===== src/rtl/bldc_startup_sequencer.sv =====
// Startup sequencer for one BLDC controller: arm -> rotor align -> open-loop ramp -> closed-loop run.
// Duty changes are slew-limited and loss of zero-crossing activity drops the motor into FAULT.
module bldc_startup_sequencer #(
  parameter int DUTY_W       = 16,
  parameter int DUTY_MIN     = 10,
  parameter int DUTY_MAX     = 100,
  parameter int ALIGN_CYCLES = 1000,
  parameter int RAMP_DIV     = 100,
  parameter int RAMP_STEP    = 1,
  parameter int ZC_TIMEOUT   = 200000
) (
  input  logic              clk_i,
  input  logic              rst_i,
  input  logic              arm_i,
  input  logic [DUTY_W-1:0] duty_cmd_i,
  input  logic [2:0]        zero_crossing_i,
  input  logic              fault_clr_i,
  output logic              start_o,
  output logic [DUTY_W-1:0] duty_o,
  output logic [2:0]        state_o,
  output logic              running_o,
  output logic              fault_o
);

  typedef enum logic [2:0] {
    S_IDLE  = 3'd0,
    S_ALIGN = 3'd1,
    S_RAMP  = 3'd2,
    S_RUN   = 3'd3,
    S_FAULT = 3'd4
  } state_t;

  localparam int ALIGN_W = (ALIGN_CYCLES > 1) ? $clog2(ALIGN_CYCLES) : 1;
  localparam int DIV_W   = (RAMP_DIV > 1) ? $clog2(RAMP_DIV) : 1;
  localparam int ZC_W    = $clog2(ZC_TIMEOUT);

  localparam logic [ALIGN_W-1:0] ALIGN_LAST = ALIGN_W'(ALIGN_CYCLES - 1);
  localparam logic [DIV_W-1:0]   DIV_LAST   = DIV_W'(RAMP_DIV - 1);
  localparam logic [ZC_W-1:0]    ZC_LAST    = ZC_W'(ZC_TIMEOUT - 1);
  localparam logic [DUTY_W-1:0]  MIN_D      = DUTY_W'(DUTY_MIN);
  localparam logic [DUTY_W-1:0]  MAX_D      = DUTY_W'(DUTY_MAX);
  localparam logic [DUTY_W-1:0]  STEP_D     = DUTY_W'(RAMP_STEP);

  state_t             r_state, w_state_next;
  logic [2:0]         r_zc_s1, r_zc_s2, r_zc_s3;
  logic [ALIGN_W-1:0] r_align_cnt, w_align_cnt_next;
  logic [DIV_W-1:0]   r_div_cnt, w_div_cnt_next;
  logic [ZC_W-1:0]    r_zc_timer, w_zc_timer_next;
  logic               r_zc_seen, w_zc_seen_next;
  logic               r_start, w_start_next;
  logic [DUTY_W-1:0]  r_duty, w_duty_next;
  logic               r_running, r_fault;

  logic               w_zc_edge, w_tick, w_timeout;
  logic [DUTY_W-1:0]  w_target, w_diff, w_slewed;

  assign w_zc_edge = |(r_zc_s2 ^ r_zc_s3);
  assign w_tick    = (r_div_cnt == DIV_LAST);
  assign w_timeout = !w_zc_edge && (r_zc_timer == ZC_LAST);

  always_comb begin
    w_target = duty_cmd_i;
    if (duty_cmd_i < MIN_D) begin
      w_target = MIN_D;
    end else if (duty_cmd_i > MAX_D) begin
      w_target = MAX_D;
    end
  end

  // One slew step toward the target, landing exactly on it when closer than a full step.
  always_comb begin
    w_diff   = '0;
    w_slewed = r_duty;
    if (r_duty < w_target) begin
      w_diff   = w_target - r_duty;
      w_slewed = (w_diff > STEP_D) ? (r_duty + STEP_D) : w_target;
    end else if (r_duty > w_target) begin
      w_diff   = r_duty - w_target;
      w_slewed = (w_diff > STEP_D) ? (r_duty - STEP_D) : w_target;
    end
  end

  always_comb begin
    w_state_next     = r_state;
    w_align_cnt_next = r_align_cnt;
    w_div_cnt_next   = r_div_cnt;
    w_zc_timer_next  = r_zc_timer;
    w_zc_seen_next   = r_zc_seen;
    w_start_next     = r_start;
    w_duty_next      = r_duty;

    unique case (r_state)
      S_IDLE: begin
        w_start_next = 1'b0;
        w_duty_next  = '0;
        if (arm_i) begin
          w_state_next     = S_ALIGN;
          w_start_next     = 1'b1;
          w_duty_next      = MIN_D;
          w_align_cnt_next = '0;
        end
      end
      S_ALIGN: begin
        if (!arm_i) begin
          w_state_next = S_IDLE;
          w_start_next = 1'b0;
          w_duty_next  = '0;
        end else if (r_align_cnt == ALIGN_LAST) begin
          w_state_next    = S_RAMP;
          w_div_cnt_next  = '0;
          w_zc_timer_next = '0;
          w_zc_seen_next  = 1'b0;
        end else begin
          w_align_cnt_next = r_align_cnt + 1'b1;
        end
      end
      S_RAMP, S_RUN: begin
        if (!arm_i) begin
          w_state_next = S_IDLE;
          w_start_next = 1'b0;
          w_duty_next  = '0;
        end else if (w_timeout) begin
          w_state_next = S_FAULT;
          w_start_next = 1'b0;
          w_duty_next  = '0;
        end else begin
          w_div_cnt_next  = w_tick ? '0 : (r_div_cnt + 1'b1);
          w_zc_timer_next = w_zc_edge ? '0 : (r_zc_timer + 1'b1);
          if (w_zc_edge) begin
            w_zc_seen_next = 1'b1;
          end
          if (w_tick) begin
            w_duty_next = w_slewed;
          end
          if (r_state == S_RAMP && r_duty == w_target && r_zc_seen) begin
            w_state_next = S_RUN;
          end
        end
      end
      S_FAULT: begin
        w_start_next = 1'b0;
        w_duty_next  = '0;
        if (fault_clr_i && !arm_i) begin
          w_state_next = S_IDLE;
        end
      end
      default: begin
        w_state_next = S_IDLE;
        w_start_next = 1'b0;
        w_duty_next  = '0;
      end
    endcase
  end

  always_ff @(posedge clk_i) begin
    if (rst_i) begin
      r_state     <= S_IDLE;
      r_zc_s1     <= '0;
      r_zc_s2     <= '0;
      r_zc_s3     <= '0;
      r_align_cnt <= '0;
      r_div_cnt   <= '0;
      r_zc_timer  <= '0;
      r_zc_seen   <= 1'b0;
      r_start     <= 1'b0;
      r_duty      <= '0;
      r_running   <= 1'b0;
      r_fault     <= 1'b0;
    end else begin
      r_state     <= w_state_next;
      r_zc_s1     <= zero_crossing_i;
      r_zc_s2     <= r_zc_s1;
      r_zc_s3     <= r_zc_s2;
      r_align_cnt <= w_align_cnt_next;
      r_div_cnt   <= w_div_cnt_next;
      r_zc_timer  <= w_zc_timer_next;
      r_zc_seen   <= w_zc_seen_next;
      r_start     <= w_start_next;
      r_duty      <= w_duty_next;
      r_running   <= (w_state_next == S_RUN);
      r_fault     <= (w_state_next == S_FAULT);
    end
  end

  assign start_o   = r_start;
  assign duty_o    = r_duty;
  assign state_o   = r_state;
  assign running_o = r_running;
  assign fault_o   = r_fault;

endmodule


===== config.mk =====
export PLATFORM = sky130hd
export DESIGN_NAME = bldc_startup_sequencer
export DESIGN_NICKNAME = d
export VERILOG_FILES = /design/src/rtl/bldc_startup_sequencer.sv
export SDC_FILE = /design/constraint.sdc
export NUM_CORES = 1
export LEC_CHECK = 0
export CELL_PAD_IN_SITES_DETAIL_PLACEMENT = 0
export CELL_PAD_IN_SITES_GLOBAL_PLACEMENT = 1
export CORE_MARGIN = 2
export CORE_UTILIZATION = 40
export CTS_BUF_LIST = sky130_fd_sc_hd__clkbuf_8 sky130_fd_sc_hd__clkbuf_16
export CTS_CLUSTER_SIZE = 30
export DETAILED_ROUTE_END_ITERATION = 7
export PLACE_DENSITY = 0.71
export SLEW_MARGIN = 40
export SYNTH_ARGS = -nofsm -noshare
export SYNTH_HDL_FRONTEND = slang
export SYNTH_SLANG_ARGS = --single-unit

===== constraint.sdc =====
create_clock -name clk_i -period 12.9 [get_ports clk_i]
set_input_delay 2.58 -clock clk_i [delete_from_list [all_inputs] [get_ports clk_i]]
set_output_delay 2.58 -clock clk_i [all_outputs]
set_load 0.02 [all_outputs]

After elaboration in Yosys (flattened, before gate mapping)
Index checks and enable logic that the tools add are counted.
W data, S select, Z words.

word-level totals
  register bits after elaboration = 67
  input port bits = 23
  output and inout port bits = 22
  word-level logic and storage cells = 110

cells by class
  $add $sub $neg = 7
  $lt $le $gt $ge = 6
  eq/ne operators = 21
  mux-type cells = 47
  bitwise gates (word level) = 1
  reductions and logical operators = 16

operator list
  cell                     count
  $mux W16                 10
  $mux W18                 5
  $pmux W16 S3             1
  $pmux W18 S2             1
  $mux W7                  5
  $gt A16 B1 Y1 const B    2
  $sub A16 B16 Y16         2
  $mux W10                 3
  $mux W3                  7
  $pmux W10 S2             1
  $add A18 B1 Y18 const B  1
  $eq A18 B18 Y1 const B   1
  $add A16 B1 Y16 const B  1
  $eq A16 B16 Y1           1
  $gt A16 B16 Y1           1
  $gt A16 B7 Y1 const B    1
  $lt A16 B16 Y1           1
  $lt A16 B4 Y1 const B    1
  $ne A2 B2 Y1 const B     8
  $sub A16 B1 Y16 const B  1
  $pmux W7 S2              1
  $pmux W3 S4              1
  $add A10 B1 Y10 const B  1
  $eq A10 B10 Y1 const B   1
  24 further kinds         40

Depth between registers and ports, before layout
Gate-level depths: netlist (run 1).

  depth after elaboration = 12
  gate-level depth with buffers = 20

Least setup slack after synthesis (run 1)
Ideal clock, no wire load.

  kind = input-to-reg
  start = input duty_cmd_i[12]
  end = register r_duty[8], in the netlist duty_o[8]
  library setup time = 0.121 ns
  arrival time = 7.365 ns
  required time = 12.779 ns
  setup slack = 5.415 ns
  stages = 18
  path buffers = 0
  cells stage by stage = or4_1 -> nor4_2 -> inv_1 -> nor4b_1 -> nand3b_1 -> inv_1 -> ha_1 -> inv_1 -> fa_1 -> a2111oi_0 -> o221ai_1 -> a2111oi_1 -> o311ai_1 -> or3_1 -> o41a_1 -> and2_1 -> a221o_1 -> mux2_2

on the way
  word-level cells in the longest chain between the ends = 12
  elaborated cells between the ends (all ways) = 20
  those cells by class = add/sub: 2; order compare: 6; eq/ne: 1; mux: 10; reduce/logical: 1

ends and longest elaborated chain
  element               RTL line  RTL
  start, declared       15        input logic [DUTY_W-1:0] duty_cmd_i,
  $gt A16 B7 Y1         65        end else if (duty_cmd_i > MAX_D) begin
  $mux W16              65
  $mux W16 (*)          63        if (duty_cmd_i < MIN_D) begin
  $sub A16 B16 Y16      78        w_diff = r_duty - w_target;
  $gt A16 B1 Y1         79        w_slewed = (w_diff > STEP_D) ? (r_duty - STEP_D) : w_target;
  $mux W16              79
  $mux W16              77        end else if (r_duty > w_target) begin
  $mux W16              74        if (r_duty < w_target) begin
  $mux W16              132       if (w_tick) begin
  $mux W16              122       end else if (w_timeout) begin
  $mux W16              118       if (!arm_i) begin
  $pmux W16 S3          92        unique case (r_state)
  end signal, assigned  179       r_duty <= w_duty_next;
  end, declared         51        logic [DUTY_W-1:0] r_duty, w_duty_next;

Every way passes the cells marked *; elsewhere a longest branch is shown, timed or not. The select of a mux whose other input is x is not followed.
A chain may end at the register's enable or synchronous reset.

Worst setup path after layout (run 1)
Ends and elaborated chain as after synthesis.

==> metrics list, run 1 <==
- Clock tree from TritonCTS: done
- Number of top-level pins: 45
- The die is 119.4 um wide.
- Synth Register Bits: 67
- Max Cap Viol: 0
* Drt drc: 0
- Largest stage delay, worst path: 0.58 ns
- Global router's overall resource usage: 0.2146
- Synth cell types: 74
- Pin count of the biggest net entering global routing: 30
* Mux cell area share after synthesis: 0.01550
* Number of flops mapped to enable cells by yosys: 0
- Port Buf Inserts: 44
- Buffers inserted during clock tree synthesis total 9.
- Number of antenna repair diodes: 0
- The slowest stage of the critical path is the sky130_fd_sc_hd__or4_1 cell.
* # clock sinks: 67
- Timing would allow up to 116.4 MHz.
- After legalization and detailed placement, the total HPWL measured 11.55 mm.
* Clock Root Buffer: sky130_fd_sc_hd__clkbuf_16
- Primary FF master, synth: sky130_fd_sc_hd__dfxtp_1
* Mapped Cells: 690
* Largest fanout on the critical path: 11
- Number of antenna violations at the first check in global routing: 0
- At the end of routability-driven placement, the weighted congestion stood at 0.8721.
* Overall die height: 119.4 um
* Cell area after synthesis: 0.005328 mm2
* Total via count after detailed routing: 5218
- By count the netlist is led by sky130_fd_sc_hd__nor2_1, sky130_fd_sc_hd__dfxtp_1, sky130_fd_sc_hd__nand2_1.
- Setup crit start kind: input port
* Remaining Overflow, GRT: 0
- Initial Util: 0.4055
- Number of placed cells counting well taps: 897
* Pre-Repair DR Iteration Count: 6
- FFs w/ async S/R, synth: 0
- The share of the Yosys chip area taken by registers is 0.2518.
- Dominant combinational cell family by area after synthesis: simple AND/OR/NAND/NOR gates
* First DRT Iteration DRCs: 312
- Setup repair after global routing left no endpoint under its margin.
* Power density cells: 82.54 mW/mm2
* Layout cell share with drive strength beyond 1: 0.05170
- H-tree Lvls: 3
- Layout net count: 790
- The final number of max-transition violations came to 0.
- VDD IR-drop max: 84.80 uV
- The flow ran to the end, and the final reports show no timing, DRC or antenna violations.
* Crit Path Category: in2reg
- Of the available clock period, the critical path in the final layout requires 0.6659.
- Headroom to the max-slew limit came out at 0.5401.
* Post-synthesis compound-gate area fraction: 0.2431
- Synth Area in Adders: 0.08502
* Most frequent cell on the critical path: sky130_fd_sc_hd__inv_1
- Power, Total: 0.0005130 W
- Number of hold-slack violations in the final timing report: 0
- Summed over all layers, the routed wires come to 15.25 mm.
- Buffers added to address setup during post-CTS repair amount to 0.
- The clock passes through at most 2 buffers.
* Sum of buffers and inverters on the critical path: 4
- For the worst setup path, the data arrival time is 8.81 ns.
* Setup violators final: 0
* Row Count: 42
* Xor and xnor area share after synthesis: 0.08713
- For this run, the number of Yosys warnings is 0.
- Delay-heaviest family, CP: simple AND/OR/NAND/NOR gates
- Yosys instantiated no cell more often than sky130_fd_sc_hd__nor2_1.
- STA classifies the critical path endpoint as a flop.
* Crit-path cells: clkdlybuf4s50_1 -> or4_1 -> nor4_2 -> inv_1 -> nor4b_1 -> nand3b_1 -> inv_1 -> ha_1 -> inv_1 -> fa_1 -> a2111oi_0 -> o221ai_1 -> a2111oi_1 -> o311ai_1 -> or3_1 -> o41a_1 -> and2_1 -> a221o_1 -> mux2_2
- In this run the remaining antenna-violating nets after routing total 0.
* Clock transition time at the flip-flop clock pins of the worst setup and hold paths: 0.05 ns
- The die covers 0.01426 mm2.
- Buffers inserted to repair hold after CTS numbered 0.
* Post-Route Setup TNS: 0 ns
- Average wire per cell in the routed design: 16.74 um
- The number of global-route vias before repair was 5033.
- Post-CTS repair changed the size of 0 cells.
* Final Critical Period: 8.590 ns
- The tightest min-delay check is of the reg2reg type.
- The analysis attributes to cell leakage a power of 2.361 nW.
- Crit path required time: 13.12 ns
- After the flow finishes, the layout carries non-filler instances totaling 911.
- Setup skew after layout: 0.007477 ns
- Actual slew at the worst max-slew pin: 0.6876 ns
* Clock network latency to the later pin of the worst-skew pair: 0.34 ns
- Of the post-synthesis cell area, the dominant cell type holds 0.2518.
- After synthesis, the cell types taking the most area are sky130_fd_sc_hd__dfxtp_1, sky130_fd_sc_hd__ha_1, sky130_fd_sc_hd__xor2_1.
- The area growth from synthesis to layout is 16.67%.
- The first global-routing pass estimated 24.76 mm of wire.
* Largest area contributor in the netlist: sky130_fd_sc_hd__dfxtp_1
* Synthesized area divided by synthesized cell count: 7.721 um2
- After detailed routing, the number of vias per cell comes to 5.728.
* Simple-gate area share of the yosys netlist: 0.2727
* Core area: 0.01314 mm2
==> sequential cells by signal, summed over array words and instances, names as in the netlist <==
| register | count |
|---|---|
| duty_o | 16 |
| state_o | 3 |
| r_zc_s2 | 3 |
| r_div_cnt | 7 |
| running_o | 1 |
| fault_o | 1 |
| r_zc_s1 | 3 |
| r_zc_s3 | 3 |
| start_o | 1 |
| r_zc_timer | 18 |
| r_align_cnt | 10 |
| r_zc_seen | 1 |
==> final cells by class <==
class / instances / area, um2
Fill cell: 1333 / 6922
Multi-Input combinational cell: 577 / 3817
Sequential cell: 67 / 1341
Timing Repair Buffer: 45 / 447.9
Clock buffer: 11 / 252.7
Tap cell: 176 / 220.2
Inverter: 32 / 120.1
Clock inverter: 3 / 16.27
==> metal layers <==
metal,GRT usage,part of all wire,vias up
met3,0.04454,0.052,16
met5,0,0,-
li1,-,-,2586
met1,0.2722,0.46,2460
met4,0.05441,0.014,0
met2,0.3714,0.47,156
==> cell usage in the layout, fill, tap and decap left out, drive strengths merged, types with 21 or more instances in the layout <==
cell            n
dfxtp          67
nor2           71
clkdlybuf4s50  44
nand2          58
nand3          27
ha             33
xnor2          21
a21oi          51
xor2           32
inv            33
o21ai          30
==> stage by stage <==
stage	setup slack [ns]	util	hold WS, ns	area [um2]
final	4.310	0.4731	0.4366	6216
after detailed placement	4.083	0.4527	0.4269	5947
after floorplan	5.415	-	0.4138	5384
after global placement	4.359	0.4522	0.4213	5941
after global routing	3.911	0.4731	0.4636	6216
after CTS	4.431	0.4731	0.4390	6216
==> path summary, 6_finish.rpt <==
path / start / slack, ns / cells past startpoint / end
max: duty_cmd_i[12] / 4.31 / 19 / duty_o[8]$_SDFFE_PP0P_
min: r_zc_s1[2]$_SDFF_PP0_ / 0.44 / 1 / r_zc_s2[2]$_SDFF_PP0_
max reg2reg: duty_o[0]$_SDFFE_PP0P_ / 8.22 / 14 / duty_o[8]$_SDFFE_PP0P_
min reg2reg: r_zc_s1[2]$_SDFF_PP0_ / 0.44 / 1 / r_zc_s2[2]$_SDFF_PP0_
==> kinds of logic (layout without fill, tap and decap cells) <==
kind of cell | after synthesis | count (layout)
xor+xnor | 53 | 53
flops | 67 | 67
compound gates | 184 | 184
simple gates | 280 | 280
other cells | 2 | 17
buf+inv | 61 | 91
mux | 8 | 8
fa+ha+maj | 35 | 35
==> power by group <==
group | switching, W | total (W) | internal [W]
combinational | 0.0000446 | 0.0000754 | 0.0000308
clock | 0.0000866 | 0.000224 | 0.000137
sequential | 0.00000369 | 0.000214 | 0.000210
total | 0.000135 | 0.000513 | 0.000378
==> worst reg2reg max path, stage by stage, from the launching register on <==
cell	delay, ns
sky130_fd_sc_hd__dfxtp_1	0.35
sky130_fd_sc_hd__inv_1	0.17
sky130_fd_sc_hd__ha_1	0.22
sky130_fd_sc_hd__inv_1	0.06
sky130_fd_sc_hd__fa_1	0.42
sky130_fd_sc_hd__xor2_1	0.18
sky130_fd_sc_hd__a2111oi_0	0.48
sky130_fd_sc_hd__o221ai_1	0.21
sky130_fd_sc_hd__a2111oi_1	0.42
sky130_fd_sc_hd__o311ai_1	0.15
sky130_fd_sc_hd__or3_1	0.42
sky130_fd_sc_hd__o41a_1	0.57
sky130_fd_sc_hd__and2_1	0.31
sky130_fd_sc_hd__a221o_1	0.34
sky130_fd_sc_hd__mux2_2	0.27
Power figures use the tool's default switching activity.
==> run 2: changes to the inputs <==
==> constraint.sdc (replaced) <==
create_clock -name clk_i -period 8.55 [get_ports clk_i]
set_input_delay 1.71 -clock clk_i [delete_from_list [all_inputs] [get_ports clk_i]]
set_output_delay 1.71 -clock clk_i [all_outputs]
set_load 0.02 [all_outputs]
==> results of run 2 <==
The final DEF is identical to that of run 1. Status: completed.
Main changes from that run: setup slack after placement 4.083 ns -> 0.6030 ns; setup slack after layout 4.310 ns -> 0.8298 ns; register-to-register setup slack 8.22 ns -> 3.87 ns; total power 0.0005130 W -> 0.0007741 W; worst IR drop on VDD 84.80 uV -> 128.0 uV
